--- src/rtl/sprite_draw_arbiter_if.sv ---
// Sprite requester bundle and framebuffer pixel-write bus.
// master = game-object side, slave = the arbiter.
interface sprite_draw_arbiter_if #(
    parameter int NUM_REQ = 4,
    parameter int X_W     = 10,
    parameter int Y_W     = 9,
    parameter int S_W     = 6,
    parameter int COLOR_W = 3
);
    logic [NUM_REQ-1:0]         req;
    logic [NUM_REQ*X_W-1:0]     req_x;
    logic [NUM_REQ*Y_W-1:0]     req_y;
    logic [NUM_REQ*S_W-1:0]     req_w;
    logic [NUM_REQ*S_W-1:0]     req_h;
    logic [NUM_REQ*COLOR_W-1:0] req_color;
    logic [NUM_REQ-1:0]         grant;
    logic [NUM_REQ-1:0]         ack;
    logic [X_W-1:0]             pix_x;
    logic [Y_W-1:0]             pix_y;
    logic [COLOR_W-1:0]         pix_color;
    logic                       pix_we;

    modport master (
        output req, req_x, req_y, req_w, req_h, req_color,
        input  grant, ack, pix_x, pix_y, pix_color, pix_we
    );

    modport slave (
        input  req, req_x, req_y, req_w, req_h, req_color,
        output grant, ack, pix_x, pix_y, pix_color, pix_we
    );
endinterface

--- src/rtl/sprite_draw_arbiter.sv ---
// Once-per-frame sprite rectangle rasteriser sharing one framebuffer write port.
// Optional macro ARB_FIXED_PRIO_EN: lowest-index-first instead of round-robin.
module sprite_draw_arbiter #(
    parameter int NUM_REQ  = 4,
    parameter int X_W      = 10,
    parameter int Y_W      = 9,
    parameter int S_W      = 6,
    parameter int COLOR_W  = 3,
    parameter int H_ACTIVE = 640,
    parameter int V_ACTIVE = 480
) (
    input  logic clk,
    input  logic resetn,
    input  logic vblank_start,
    sprite_draw_arbiter_if.slave bus,
    output logic busy,
    output logic overrun
);
    localparam int IW = (NUM_REQ > 1) ? $clog2(NUM_REQ) : 1;
    localparam logic [X_W:0] H_LIM = (X_W+1)'(H_ACTIVE);
    localparam logic [Y_W:0] V_LIM = (Y_W+1)'(V_ACTIVE);

    typedef enum logic [2:0] {
        S_IDLE, S_ARB, S_LOAD, S_DRAW, S_ACK
    } state_e;

    state_e               state_q, state_d;
    logic [NUM_REQ-1:0]   served_q, served_d;
    logic [NUM_REQ-1:0]   grant_q, grant_d;
    logic [NUM_REQ-1:0]   ack_q, ack_d;
    logic [IW-1:0]        ptr_q, ptr_d;
    logic [IW-1:0]        owner_q, owner_d;
    logic [X_W-1:0]       x_q, x_d;
    logic [Y_W-1:0]       y_q, y_d;
    logic [S_W-1:0]       w_q, w_d;
    logic [S_W-1:0]       h_q, h_d;
    logic [COLOR_W-1:0]   col_q, col_d;
    logic [S_W-1:0]       cx_q, cx_d;
    logic [S_W-1:0]       cy_q, cy_d;
    logic [X_W-1:0]       pix_x_q, pix_x_d;
    logic [Y_W-1:0]       pix_y_q, pix_y_d;
    logic [COLOR_W-1:0]   pix_col_q, pix_col_d;
    logic                 pix_we_q, pix_we_d;
    logic                 busy_q, busy_d;
    logic                 overrun_q, overrun_d;

    logic [NUM_REQ-1:0]   cand;
    logic                 found;
    logic [IW-1:0]        pick;
    logic [IW:0]          jj;

    logic [X_W-1:0]       ld_x;
    logic [Y_W-1:0]       ld_y;
    logic [S_W-1:0]       ld_w;
    logic [S_W-1:0]       ld_h;
    logic [COLOR_W-1:0]   ld_c;

    logic                 emit;
    logic [X_W-1:0]       ex;
    logic [Y_W-1:0]       ey;
    logic [S_W-1:0]       ecx;
    logic [S_W-1:0]       ecy;
    logic [COLOR_W-1:0]   ecol;
    logic [X_W:0]         sum_x;
    logic [Y_W:0]         sum_y;

    assign ld_x = bus.req_x[owner_q*X_W +: X_W];
    assign ld_y = bus.req_y[owner_q*Y_W +: Y_W];
    assign ld_w = bus.req_w[owner_q*S_W +: S_W];
    assign ld_h = bus.req_h[owner_q*S_W +: S_W];
    assign ld_c = bus.req_color[owner_q*COLOR_W +: COLOR_W];

    // First pending candidate scanning upward from the pointer, wrapping.
    always_comb begin
        cand  = bus.req & ~served_q;
        found = 1'b0;
        pick  = '0;
        jj    = '0;
        for (int k = 0; k < NUM_REQ; k++) begin
            jj = {1'b0, ptr_q} + (IW+1)'(k);
            if (jj >= (IW+1)'(NUM_REQ)) jj = jj - (IW+1)'(NUM_REQ);
            if (!found && cand[jj[IW-1:0]]) begin
                found = 1'b1;
                pick  = jj[IW-1:0];
            end
        end
    end

    always_comb begin
        state_d   = state_q;
        served_d  = served_q;
        grant_d   = grant_q;
        ack_d     = '0;
        ptr_d     = ptr_q;
        owner_d   = owner_q;
        x_d       = x_q;
        y_d       = y_q;
        w_d       = w_q;
        h_d       = h_q;
        col_d     = col_q;
        cx_d      = cx_q;
        cy_d      = cy_q;
        pix_x_d   = pix_x_q;
        pix_y_d   = pix_y_q;
        pix_col_d = pix_col_q;
        pix_we_d  = 1'b0;
        emit      = 1'b0;
        ex        = x_q;
        ey        = y_q;
        ecx       = '0;
        ecy       = '0;
        ecol      = col_q;
        overrun_d = vblank_start && (state_q != S_IDLE);

        unique case (state_q)
            S_IDLE: begin
                if (vblank_start) begin
                    served_d = '0;
                    state_d  = S_ARB;
                end
            end
            S_ARB: begin
                if (found) begin
                    grant_d       = '0;
                    grant_d[pick] = 1'b1;
                    owner_d       = pick;
                    state_d       = S_LOAD;
                end else begin
                    state_d = S_IDLE;
                end
            end
            S_LOAD: begin
                x_d   = ld_x;
                y_d   = ld_y;
                w_d   = ld_w;
                h_d   = ld_h;
                col_d = ld_c;
                cx_d  = '0;
                cy_d  = '0;
                if (ld_w == '0 || ld_h == '0) begin
                    state_d = S_ACK;
                end else begin
                    // Pixel (0,0) is issued straight from the live fields.
                    state_d = S_DRAW;
                    emit    = 1'b1;
                    ex      = ld_x;
                    ey      = ld_y;
                    ecol    = ld_c;
                end
            end
            S_DRAW: begin
                if (cx_q == w_q - 1'b1 && cy_q == h_q - 1'b1) begin
                    state_d = S_ACK;
                end else begin
                    emit = 1'b1;
                    if (cx_q == w_q - 1'b1) begin
                        cx_d = '0;
                        cy_d = cy_q + 1'b1;
                    end else begin
                        cx_d = cx_q + 1'b1;
                    end
                    ecx = cx_d;
                    ecy = cy_d;
                end
            end
            S_ACK: begin
                ack_d[owner_q]    = 1'b1;
                served_d[owner_q] = 1'b1;
                grant_d           = '0;
`ifdef ARB_FIXED_PRIO_EN
                ptr_d = '0;
`else
                ptr_d = (owner_q == IW'(NUM_REQ-1)) ? '0 : owner_q + 1'b1;
`endif
                state_d = S_ARB;
            end
            default: state_d = S_IDLE;
        endcase

        sum_x = {1'b0, ex} + (X_W+1)'(ecx);
        sum_y = {1'b0, ey} + (Y_W+1)'(ecy);
        if (emit && sum_x < H_LIM && sum_y < V_LIM) begin
            pix_we_d  = 1'b1;
            pix_x_d   = sum_x[X_W-1:0];
            pix_y_d   = sum_y[Y_W-1:0];
            pix_col_d = ecol;
        end
        busy_d = (state_d != S_IDLE);
    end

    always_ff @(posedge clk or negedge resetn) begin
        if (!resetn) begin
            state_q   <= S_IDLE;
            served_q  <= '0;
            grant_q   <= '0;
            ack_q     <= '0;
            ptr_q     <= '0;
            owner_q   <= '0;
            x_q       <= '0;
            y_q       <= '0;
            w_q       <= '0;
            h_q       <= '0;
            col_q     <= '0;
            cx_q      <= '0;
            cy_q      <= '0;
            pix_x_q   <= '0;
            pix_y_q   <= '0;
            pix_col_q <= '0;
            pix_we_q  <= 1'b0;
            busy_q    <= 1'b0;
            overrun_q <= 1'b0;
        end else begin
            state_q   <= state_d;
            served_q  <= served_d;
            grant_q   <= grant_d;
            ack_q     <= ack_d;
            ptr_q     <= ptr_d;
            owner_q   <= owner_d;
            x_q       <= x_d;
            y_q       <= y_d;
            w_q       <= w_d;
            h_q       <= h_d;
            col_q     <= col_d;
            cx_q      <= cx_d;
            cy_q      <= cy_d;
            pix_x_q   <= pix_x_d;
            pix_y_q   <= pix_y_d;
            pix_col_q <= pix_col_d;
            pix_we_q  <= pix_we_d;
            busy_q    <= busy_d;
            overrun_q <= overrun_d;
        end
    end

    assign bus.grant     = grant_q;
    assign bus.ack       = ack_q;
    assign bus.pix_x     = pix_x_q;
    assign bus.pix_y     = pix_y_q;
    assign bus.pix_color = pix_col_q;
    assign bus.pix_we    = pix_we_q;
    assign busy          = busy_q;
    assign overrun       = overrun_q;
endmodule

--- src/flat_wrapper.sv ---
// flat-port wrapper written by rule: the top's interface ports become plain ports
module sprite_draw_arbiter_flat 
#(
    parameter int NUM_REQ  = 4,
    parameter int X_W      = 10,
    parameter int Y_W      = 9,
    parameter int S_W      = 6,
    parameter int COLOR_W  = 3,
    parameter int H_ACTIVE = 640,
    parameter int V_ACTIVE = 480
)
  (clk, resetn, vblank_start, busy, overrun, bus_req, bus_req_x, bus_req_y, bus_req_w, bus_req_h, bus_req_color, bus_grant, bus_ack, bus_pix_x, bus_pix_y, bus_pix_color, bus_pix_we);
  sprite_draw_arbiter_if #(.NUM_REQ(NUM_REQ), .X_W(X_W), .Y_W(Y_W), .S_W(S_W), .COLOR_W(COLOR_W)) bus_i ();
  input  logic clk;
  input  logic resetn;
  input  logic vblank_start;
  output logic busy;
  output logic overrun;
  input wire logic [$bits(bus_i.req)-1:0] bus_req;
  input wire logic [$bits(bus_i.req_x)-1:0] bus_req_x;
  input wire logic [$bits(bus_i.req_y)-1:0] bus_req_y;
  input wire logic [$bits(bus_i.req_w)-1:0] bus_req_w;
  input wire logic [$bits(bus_i.req_h)-1:0] bus_req_h;
  input wire logic [$bits(bus_i.req_color)-1:0] bus_req_color;
  output wire logic [$bits(bus_i.grant)-1:0] bus_grant;
  output wire logic [$bits(bus_i.ack)-1:0] bus_ack;
  output wire logic [$bits(bus_i.pix_x)-1:0] bus_pix_x;
  output wire logic [$bits(bus_i.pix_y)-1:0] bus_pix_y;
  output wire logic [$bits(bus_i.pix_color)-1:0] bus_pix_color;
  output wire logic [$bits(bus_i.pix_we)-1:0] bus_pix_we;
  assign bus_i.req = bus_req;
  assign bus_i.req_x = bus_req_x;
  assign bus_i.req_y = bus_req_y;
  assign bus_i.req_w = bus_req_w;
  assign bus_i.req_h = bus_req_h;
  assign bus_i.req_color = bus_req_color;
  assign bus_grant = bus_i.grant;
  assign bus_ack = bus_i.ack;
  assign bus_pix_x = bus_i.pix_x;
  assign bus_pix_y = bus_i.pix_y;
  assign bus_pix_color = bus_i.pix_color;
  assign bus_pix_we = bus_i.pix_we;
  sprite_draw_arbiter #(.NUM_REQ(NUM_REQ), .X_W(X_W), .Y_W(Y_W), .S_W(S_W), .COLOR_W(COLOR_W), .H_ACTIVE(H_ACTIVE), .V_ACTIVE(V_ACTIVE)) u_core (.clk(clk), .resetn(resetn), .vblank_start(vblank_start), .bus(bus_i), .busy(busy), .overrun(overrun));
endmodule
--- config.mk ---
export PLATFORM = sky130hd
export DESIGN_NAME = sprite_draw_arbiter_flat
export DESIGN_NICKNAME = d
export VERILOG_FILES = /design/src/rtl/sprite_draw_arbiter_if.sv /design/src/rtl/sprite_draw_arbiter.sv /design/src/flat_wrapper.sv
export SDC_FILE = /design/constraint.sdc
export NUM_CORES = 1
export LEC_CHECK = 0
export ABC_AREA = 1
export CAP_MARGIN = 20
export CORE_UTILIZATION = 45
export CTS_CLUSTER_DIAMETER = 60
export DETAILED_ROUTE_END_ITERATION = 8
export PLACE_DENSITY = 0.76
export SETUP_SLACK_MARGIN = 0.1
export SYNTH_ARGS = -nofsm -noshare
export SYNTH_HDL_FRONTEND = slang
export SYNTH_SLANG_ARGS = --single-unit
--- constraint.sdc ---
create_clock -name clk -period 6.5 [get_ports clk]
set_input_delay 0.975 -clock clk [delete_from_list [all_inputs] [get_ports clk]]
set_output_delay 0.975 -clock clk [all_outputs]
set_load 0.05 [all_outputs]
== After elaboration in Yosys (flattened, before gate mapping) ==
Index checks and enable logic that the tools add are counted.

* Register bits: 90
* Bits of input ports: 143
* Output and inout bits: 33
* Logic and storage cells: 149

* Add/subtract/negate cells: 14
* Multiply operators: 4
* Magnitude comparators: 14
* Eq/ne operators: 10
* Shift operators: 5
* Multiplexer cells: 55
* Bitwise operators: 3
* Reductions and logical operators: 25

{| class="wikitable"
|+ Operators by type and width
! kind !! number
|-
| $mux W6 || 8
|-
| $shiftx A24 B6 Y6 || 2
|-
| $shiftx A40 B7 Y10 || 1
|-
| $shiftx A36 B7 Y9 || 1
|-
| $pmux W6 S2 || 2
|-
| $mux W10 || 2
|-
| $mux W2 || 10
|-
| $lt A2 B3 Y1 const B || 6
|-
| $mux W9 || 2
|-
| $pmux W4 S2 || 2
|-
| $mux W3 || 5
|-
| $pmux W3 S5 || 1
|-
| $mux W1 || 13
|-
| $add A6 B1 Y6 const B || 2
|-
| $eq A6 B6 Y1 || 2
|-
| $logic_not A6 Y1 || 2
|-
| $mux W4 || 3
|-
| $shiftx A12 B5 Y3 || 1
|-
| $sub A6 B1 Y6 const B || 2
|-
| $add A10 B6 Y11 || 1
|-
| $lt A11 B10 Y1 const B || 1
|-
| $add A9 B6 Y10 || 1
|-
| $lt A10 B9 Y1 const B || 1
|-
| $ge A3 B3 Y1 const B || 3
|-
| other kinds (28) || 56
|}

== Logic depth before layout (Yosys ltp) ==
Gate-level depths: netlist of the first run.

* Depth in word-level cells: 20
* Depth in mapped cells: 32
* Depth with buffers taken out: 30

== Least setup slack after synthesis of the first run ==
No wires, ideal clock.

* Path kind: input port to flip-flop
* Start: input port bus_req_w[7]
* End: register u_core.pix_y_q[5], in the netlist u_core.bus.pix_y[5]
* Setup time: 119 ps
* Data arrival time: 4022 ps
* Data required time: 6381 ps
* Setup slack: 2359 ps
* Cell stages on the path: 29
* Buffers on the path: 4
* Cells stage by stage: nand2_1 -> nand3_1 -> nand2_1 -> nand2_1 -> nor2_2 -> nand2_4 -> nand3_4 -> buf_6 -> buf_6 -> clkbuf_1 -> nand2_1 -> o21ai_0 -> ha_1 -> inv_1 -> fa_1 -> o21ai_0 -> nand2_1 -> nand2_1 -> nand2_1 -> nand2_1 -> nand3b_1 -> nand2_1 -> nor2_1 -> nand2_1 -> nor2_2 -> nor2_4 -> buf_6 -> nand3_1 -> nand2_1

* Word-level cells in the longest chain between the ends: 9
* Elaborated cells on any way between the ends: 15
* Those cells by class: add/sub (2); order compare (2); shift (1); mux (6); reduce/logical (4)

{| class="wikitable"
|+ RTL lines
! what !! RTL line !! source
|-
| start: declaration || flat_wrapper.sv:22 || <nowiki>input wire logic [$bits(bus_i.req_w)-1:0] bus_req_w;</nowiki>
|-
| $shiftx A24 B6 Y6 * || sprite_draw_arbiter.sv:69 || <nowiki>assign ld_w = bus.req_w[owner_q*S_W +: S_W];</nowiki>
|-
| $logic_not A6 Y1 * || sprite_draw_arbiter.sv:140 || <nowiki>if (ld_w == '0 || ld_h == '0) begin</nowiki>
|-
| $logic_or A1 B1 Y1 * || sprite_draw_arbiter.sv:140 ||
|-
| $mux W10 || sprite_draw_arbiter.sv:140 ||
|-
| $mux W10 || sprite_draw_arbiter.sv:115 || <nowiki>unique case (state_q)</nowiki>
|-
| $add A10 B6 Y11 || sprite_draw_arbiter.sv:180 || <nowiki>sum_x = {1'b0, ex} + (X_W+1)'(ecx);</nowiki>
|-
| $lt A11 B10 Y1 || sprite_draw_arbiter.sv:182 || <nowiki>if (emit && sum_x < H_LIM && sum_y < V_LIM) begin</nowiki>
|-
| $logic_and A1 B1 Y1 (2 in a row) || sprite_draw_arbiter.sv:182 ||
|-
| end signal: assignment || sprite_draw_arbiter.sv:227 || <nowiki>pix_y_q <= pix_y_d;</nowiki>
|-
| end: declaration || sprite_draw_arbiter.sv:41 || <nowiki>logic [Y_W-1:0] pix_y_q, pix_y_d;</nowiki>
|}

Every way passes the cells marked *; elsewhere a longest branch is shown, timed or not.
A chain may end at the register's enable or synchronous reset.

== Worst setup path in the final report of the first run ==
* Start: input port bus_req_w[6]
* End: register u_core.pix_y_q[0], in the netlist u_core.bus.pix_y[0]

Same word-level chain as after synthesis.

==> summary by stage, run 1 <==
Yosys
Of the total synthesized cell area, the portion taken by full adders, half adders and majority gates is 4.54%. The synthesized instance count is 932. After synthesis, the largest area contributor takes up 35.3% of total cell area. The number of library cell types mapped by synthesis is 42. The synthesized netlist devotes 12.5% of its cell area to compound gates.

In the synthesized netlist, the cells that appear most often are 315 x sky130_fd_sc_hd__nand2_1, 100 x sky130_fd_sc_hd__o21ai_0, 91 x sky130_fd_sc_hd__inv_1. After synthesis, the cell types taking the most area are sky130_fd_sc_hd__dfrtp_1 35%, sky130_fd_sc_hd__nand2_1 19%, sky130_fd_sc_hd__o21ai_0 7.8%, sky130_fd_sc_hd__nand3_1 6.7%, sky130_fd_sc_hd__inv_1 5.3%. Sequential elements use 35.3% of the synthesized area.

The count of state elements after synthesis is 90. The fraction of the mapped netlist area in simple logic gates is 33.9%. The proportion of synthesized flip-flops having asynchronous set or reset is 100%. The synthesized net count is 1097. Among all cell types in the netlist, the one instantiated most often is sky130_fd_sc_hd__nand2_1.

The prevailing post-synth register cell is sky130_fd_sc_hd__dfrtp_1. By area, the combinational part of the netlist is dominated by simple AND/OR/NAND/NOR gates. The multiplexer share of the synthesized area is 0%. The synthesized design contains 0 enable-type register cells. The cell area after synthesis is 6390 um2. The xor-xnor portion of the synthesized cell area is 4.39%. The post-synthesis area per instance is 6.85 um2. The count of synthesis-stage warnings from yosys is 0. Of all cell types, the one taking the most synthesized area is sky130_fd_sc_hd__dfrtp_1.

Drt
The first detailed-routing pass took 6 iterations. The wire length reported by the detailed router is 17100 um. The residual DRC count is 0.

The remaining antenna violation count after routing is 0. The number of design-rule violations left by the first detailed-router iteration is 387. After detailed routing, the number of vias per cell comes to 5.05. The total vias in the final route is 6415. Dividing the detail-routed wire length by the instance count gives 13.5 um.

Die
For this design the top-level I/O count stands at 176. Once the floorplan was initialized, standard cells occupied 46.0% of the core. The height of the die is 121 um.

The floorplan step set the die width to 121 um. The initialized floorplan defines 43 standard-cell rows. The die area is 14700 um2. The total area inside the core boundary comes to 13900 um2.

Timing
The sum of negative setup slack is 0 ps. For the pin with the worst max-slew slack, the measured transition is 916 ps. The max-slew violation total from the final report is 0.

The part of the cycle the worst path needs is 75.1%. The clock period could shrink to 4880 ps. The worst slew margin relative to its limit is 38.4%. The maximum clock frequency is 205 MHz.

The number of endpoints with negative hold slack in the final report came to 0. Across all setup checks in the final design, the least slack found is 1620 ps. Setup repair after global routing left no endpoint under its margin.

The worst setup skew after layout is 4.30 ps. Setup violations remaining at the end of the flow were counted as 0.

Worst setup path
The sum of buffers and inverters on the critical path is 3. The cell occurring most often along the worst timing path is sky130_fd_sc_hd__nand2_1. The required time of the worst setup path is 6730 ps.

The largest delay contributor family on the critical path is simple AND/OR/NAND/NOR gates. The category of the critical setup timing path is in2reg. STA classifies the critical path startpoint as an input port. The slowest cell on the critical path is sky130_fd_sc_hd__clkdlybuf4s50_1. The largest stage delay on the critical path is 400 ps. The maximum fanout along the worst path is 39.

The type of destination of the critical path is a flop. Data on the critical path arrives at its endpoint at 5110 ps.

Global routing
The number of global-route vias before repair came to 5938. Global routing used 24.4% of the available tracks. Entering global routing, the biggest net connects 73 pins.

Summed over all layers, the global routing overflow is 0. The first global-routing pass estimated 28400 um of wire. The initial antenna violation count is 0.

CTS
The number of sinks driven by the clock tree is 90. Counting along the longest clock path gives a buffer depth of 2. The clock slew seen by the registers of the worst setup and hold paths is 60 ps. The number of hold buffers added after CTS was 0. For the worst-skew pair, the clock arrives at the later sink with an insertion delay of 340 ps. In this run the post-CTS setup repair buffer count came out at 0. The cell sitting at the root of the clock tree is a sky130_fd_sc_hd__clkbuf_16. The number of resized instances in the post-cts repair step is 0. TritonCTS built the clock tree. The H-tree generated during clock tree synthesis spans 3 levels. Clock tree synthesis inserted a total of 9 buffers.

Placed design
The global placement routability congestion is 0.853. The port buffer count is 175. Summing all placed instances gives a cell area of 8170 um2.

Summed over all nets, the half-perimeter wirelength after detailed placement is 13100 um. OpenSTA, run right after detailed placement, puts the worst setup slack at 1280 ps.

Finish
The total inserted antenna cells is 0. Once layout is done, the placed cells without fillers occupy 8500 um2. The share of cells above drive strength 1 is 4.50%.

The filler cell count in the final layout is 1336. The area overhead of the layout relative to synthesis is 33.1%. The final-stage net count is 1250.

Power
The power per unit of standard cell area is 473 nW/um2. Across the VDD grid, the largest voltage drop is 0.000201 V. In this run the static leakage power is 4.23 nW.

Job
The number of max-cap violations is 0.

Status
The flow ran to the end, and the final reports show no timing, DRC or antenna violations.

Min path
The path class of the tightest hold or removal check is reg2reg.
stage by stage:
step           power, mW  std cells  hold slack (ps)  utilization [%]
3_3_place_gp        3.40       1254              457             58.9
3_5_place_dp        3.45       1254              458             58.9
5_1_grt             4.40       1270              499             61.2
2_1_floorplan       2.85        932              446                -
4_1_cts             4.03       1270              475             61.2
6_report            4.02       1270              472             61.2
placed cells by master (no fill, tap or decap), drive strengths merged, types with 10 or more instances in the layout:
cell type / Yosys / routed
a21oi: 20 / 20
clkdlybuf4s50: 0 / 174
dfrtp: 90 / 90
ha: 20 / 20
inv: 94 / 95
nand2: 321 / 321
nand3: 87 / 87
nand4: 13 / 13
nor2: 66 / 66
o21ai: 104 / 104
o22ai: 14 / 14
xnor2: 10 / 10
xor2: 22 / 22
cell type report:
type	count	area (um2)	share of cell area (%)
timing repair buffer	182	1800	21.2
multi-input combinational	707	3530	41.6
clock inverter	7	101	1.19
sequential	90	2250	26.5
tap	180	225	2.65
clock buffer	9	225	2.65
inverter	95	359	4.22
tightest hold or removal path: cells and delay by family (launching register included):
family / cells / cell delay (ps)
and+or+nand+nor: 2 / 100
DFF: 1 / 340
path summary, 6_finish.rpt:
path | endpoint | slack [ps] | cells past startpoint | startpoint
worst max register to register | u_core.bus.pix_y[0]$_DFFE_PN0P_ | 1790 | 26 | u_core.owner_q[0]$_DFFE_PN0P_
max in group asynchronous | u_core.owner_q[0]$_DFFE_PN0P_ | 4840 | 2 | resetn
worst max-delay path | u_core.bus.pix_y[0]$_DFFE_PN0P_ | 1620 | 26 | bus_req_w[6]
worst min-delay path | u_core.bus.pix_x[0]$_DFFE_PN0P_ | 470 | 2 | u_core.bus.pix_x[0]$_DFFE_PN0P_
min in group asynchronous | u_core.bus.pix_we$_DFF_PN0_ | 620 | 1 | resetn
worst min register to register | u_core.bus.pix_x[0]$_DFFE_PN0P_ | 470 | 2 | u_core.bus.pix_x[0]$_DFFE_PN0P_
sequential cells by signal, summed over array words and instances, names as in the netlist, 3 cells and up:
signal	count
u_core.h_q	6
u_core.bus.pix_y	9
u_core.y_q	9
u_core.cx_q	6
u_core.col_q	3
u_core.bus.pix_color	3
u_core.state_q	3
u_core.bus.grant	4
u_core.bus.pix_x	10
u_core.w_q	6
u_core.cy_q	6
u_core.x_q	10
u_core.served_q	4
u_core.bus.ack	4
report_power, final:
part	switching, mW	total (mW)	internal [mW]
clock network	0.230	0.569	0.340
logic	1.66	2.51	0.849
registers	0.157	0.946	0.789
cells by family (layout without fill, tap and decap cells):
group	count (synthesis)	count (layout)
fa+ha+maj	22	22
xor+xnor	32	32
buf+inv	135	293
simple gates	505	505
flops	90	90
compound gates	148	148
per-layer routing:
| metal | track usage (%) | up-vias | wire length, um |
|---|---|---|---|
| li1 | - | 3309 | - |
| met1 | 35.2 | 2891 | 8290 |
| met2 | 37.8 | 195 | 7680 |
| met3 | 4.14 | 20 | 879 |
| met4 | 6.40 | 0 | 250 |
| met5 | 0 | - | 0 |
(Power assumes the default switching activity.)
==> run 2, diff against run 1 <==
Clock period 6.5 ns to 5.03 ns, I/O delays scaled along.
==> run 2 against run 1 <==
Count of clock-buffer cells in the layout rose by 2; clock power up 21%; global-route usage is 0.61 points lower; total power increased by 29%; clock skew up 6.7 ps; largest cell class unchanged; largest power group unchanged; highest routed layer unchanged.
==> summary by stage, run 2 (same netlist as run 1, synthesis figures left out) <==
CTS
The count of buffers added by post-CTS timing repair for setup was 0 (unchanged). The number of sinks driven by the clock tree was 90 (unchanged). In this run the clock root is driven by a sky130_fd_sc_hd__clkbuf_16. The number of resized instances in the post-cts repair step was 0 (unchanged).

The clock latency of the later-clocked register in the worst-skew pair is 340 ps (about the same). The clock slew seen by the registers of the worst setup and hold paths was 70 ps (about the same). The number of CTS-inserted buffers came to 9 (unchanged). The maximum clock insertion buffer count came to 2 (unchanged).

The clock tree from TritonCTS is built. The number of H-tree levels is 3 (unchanged).

Timing
The post-route minimum period is 4450 ps. The worst slew margin relative to its limit came to 38.7% (+0.27 points). The number of setup violations in the final report is 0 (unchanged). Setup repair after global routing left no endpoint under its margin. The number of endpoints with negative hold slack in the final report is 0 (unchanged). Based on the critical path, the design can be clocked at up to 225 MHz. The max-slew violation total from the final report is 0 (unchanged). The sum of negative setup slack is 0 ps (unchanged). In the finished design, the share of the clock period the worst path needs comes to 88.4%.

The worst setup skew after layout is 11.0 ps (+6.69 ps). The actual transition at the worst max-transition pin is 912 ps (-4.05 ps).

Finish
The utilization of the core after routing is 61.3% (+0.11 points). The filler cell count in the final layout came to 1314 (-1.6%). The share of cells above drive strength 1 came to 4.84% (+0.34 points). The final-stage net count is 1255 (+0.40%).

From synthesis to final layout, the design area changed by 33.3%. The library cells used most frequently in the layout, excluding fill and tap cells, are 315 x sky130_fd_sc_hd__nand2_1, 174 x sky130_fd_sc_hd__clkdlybuf4s50_1, 100 x sky130_fd_sc_hd__o21ai_0. The total inserted antenna cells is 0 (unchanged). The final non-filler cell area is 8520 um2 (+0.18%). Leaving out fill and tap cells, the most frequent cell in the layout is sky130_fd_sc_hd__nand2_1.

Global routing
The number of global-route vias before repair was 5805 (-2.2%). The sum of overflow across all layers after global routing was 0 (unchanged). The global-route wire length before repair is 27700 um (-2.6%). The initial antenna violation count came to 0 (unchanged). The maximum number of pins on one net before global-route repair is 53 (-27%). The aggregate global-route resource usage is 23.8% (-0.61 points).

Worst setup path
The required time of the worst setup path is 5260 ps (-1470 ps). The worst flop-to-flop path endpoint is u_core.bus.pix_y[4]$_DFFE_PN0P_. The number of cells on the worst reg-to-reg path is 30 (+15%). The type of destination of the critical path is a flop. The largest stage delay on the critical path came to 420 ps (+20 ps). The maximum fanout along the worst path came to 14 (-64%). The arrival time at the worst endpoint is 4680 ps (-430 ps).

The largest delay contributor family on the critical path is simple AND/OR/NAND/NOR gates. The slowest stage of the critical path is the sky130_fd_sc_hd__dfrtp_1 cell. The category of the critical setup timing path is reg2reg. The number of logic stages on the critical path including buffering came to 30 (+15%). The cell occurring most often along the worst timing path is sky130_fd_sc_hd__nand2_1. The launch instance of the worst register-to-register path is u_core.w_q[0]$_DFFE_PN0P_.

The setup slack of the worst register-to-register path is 580 ps (-1210 ps). STA classifies the critical path startpoint as a flop. The sum of buffers and inverters on the critical path is 5 (+2).

Power
The switching power summed over all nets is 2.64 mW (+29%). The maximum ir drop on the vdd rail is 0.000274 V (+36%). The part of the power in the clock network was 13.3% (-0.9 points).

The logic gate share of total power is 63.0% (+0.7 points). The power per unit of standard cell area was 608 nW/um2 (+28%). The cell-internal power is 2.54 mW (+28%). The leakage power is 4.24 nW (+0.30%).

The part of the total power dissipated in sequential elements came to 23.7% (+0.2 points). The share of total power consumed by net switching is 50.9% (+0.10 points).

Drt
The remaining antenna violation count after routing is 0 (unchanged). The length of the first detailed-routing pass in iterations is 7 (+1). The routed via count divided by cell count is 5.06 (+0.15%).

The total vias in the final route is 6450 (+0.55%). The number of design-rule violations left by the first detailed-router iteration is 514 (+33%). The residual DRC count is 0 (unchanged). The wire length per cell is 13.4 um (-0.41%). The wire length reported by the detailed router came to 17100 um (about the same).

Die
The die area came to 14700 um2 (unchanged). The initial standard-cell utilization of the core is 46.0% (unchanged). The die span in x is 121 um (unchanged). The height of the die was 121 um (unchanged). The placeable core region is 13900 um2 (unchanged). The cell row count is 43 (unchanged). The number of top-level pins is 176 (unchanged).

Placed design
The port buffer count is 175 (unchanged). The global placement routability congestion is 0.836 (-1.9%). The placed wire-length estimate after detailed placement is 13200 um (+0.47%). The standard cell area after detailed placement is 8200 um2 (+0.37%).

Job
The number of max-cap violations is 0 (unchanged).

Min path
The path category of the worst min-delay check is in2async.

Status
The flow ran to the end, and the final reports show no timing, DRC or antenna violations.
## run 2: area by class of cell
type / count / area, um2 / area share [%]
clock buffer: 11 / 243 / 2.85
clock inverter: 5 / 62.6 / 0.735
inverter: 95 / 359 / 4.22
multi-input combinational: 708 / 3540 / 41.6
sequential: 90 / 2250 / 26.5
tap: 180 / 225 / 2.64
timing repair buffer: 186 / 1830 / 21.5
## run 2: worst max path at each step
stage                     slack, ps                                   to                 startpoint
after global placement          420  u_core.bus.pix_color[0]$_DFFE_PN0P_               bus_req_h[5]
after detailed placement        250      u_core.bus.pix_x[7]$_DFFE_PN0P_               bus_req_w[6]
after global routing            130      u_core.bus.pix_y[1]$_DFFE_PN0P_  u_core.w_q[0]$_DFFE_PN0P_
final                           580      u_core.bus.pix_y[4]$_DFFE_PN0P_  u_core.w_q[0]$_DFFE_PN0P_
after floorplan                1110      u_core.bus.pix_y[5]$_DFFE_PN0P_               bus_req_w[7]
after CTS                       610      u_core.bus.pix_x[9]$_DFFE_PN0P_               bus_req_w[6]
## run 2: worst reg2reg max path, delay by kind of cell (launching register included)
family	cells	cell delay, ps
AND/OR/NAND/NOR	20	2180
buffers and inverters	5	450
flip-flops	1	420
AO/OA/AOI/OAI	1	340
adder cells (fa/ha/maj)	3	810
XOR/XNOR	1	140
## run 2: power by group through the flow
stage	combinational [mW]	sequential (mW)	clock, mW
after global routing	3.66	1.26	0.721
after floorplan	2.16	1.52	0
after global placement	3.17	1.23	0
after detailed placement	3.24	1.23	0
final	3.26	1.22	0.690
after CTS	3.26	1.22	0.696
## run 2: timing repair
| item | 4_1_cts | 5_1_grt |
|---|---|---|
| setup endpoints to repair | 0 | 3 |
| hold buffers | 0 | 0 |
| hold endpoints to repair | 0 | 0 |
## run 2: per-stage QoR
| stage | setup WS [ps] | cells | hold WS, ps | power, mW |
|---|---|---|---|---|
| finish | 585 | 1275 | 442 | 5.17 |
| global route | 130 | 1275 | 494 | 5.64 |
| CTS | 606 | 1274 | 473 | 5.17 |
| detailed placement | 251 | 1258 | 462 | 4.47 |
| global placement | 415 | 1258 | 456 | 4.40 |
| floorplan | 1110 | 932 | 446 | 3.69 |
## run 2: layer usage
layer / up-vias / part of all wire, % / track usage (%)
met5: - / 0 / 0
met2: 183 / 45 / 36.8
li1: 3329 / - / -
met4: 0 / 1.3 / 6.10
met3: 19 / 5.7 / 4.32
met1: 2919 / 48 / 34.2
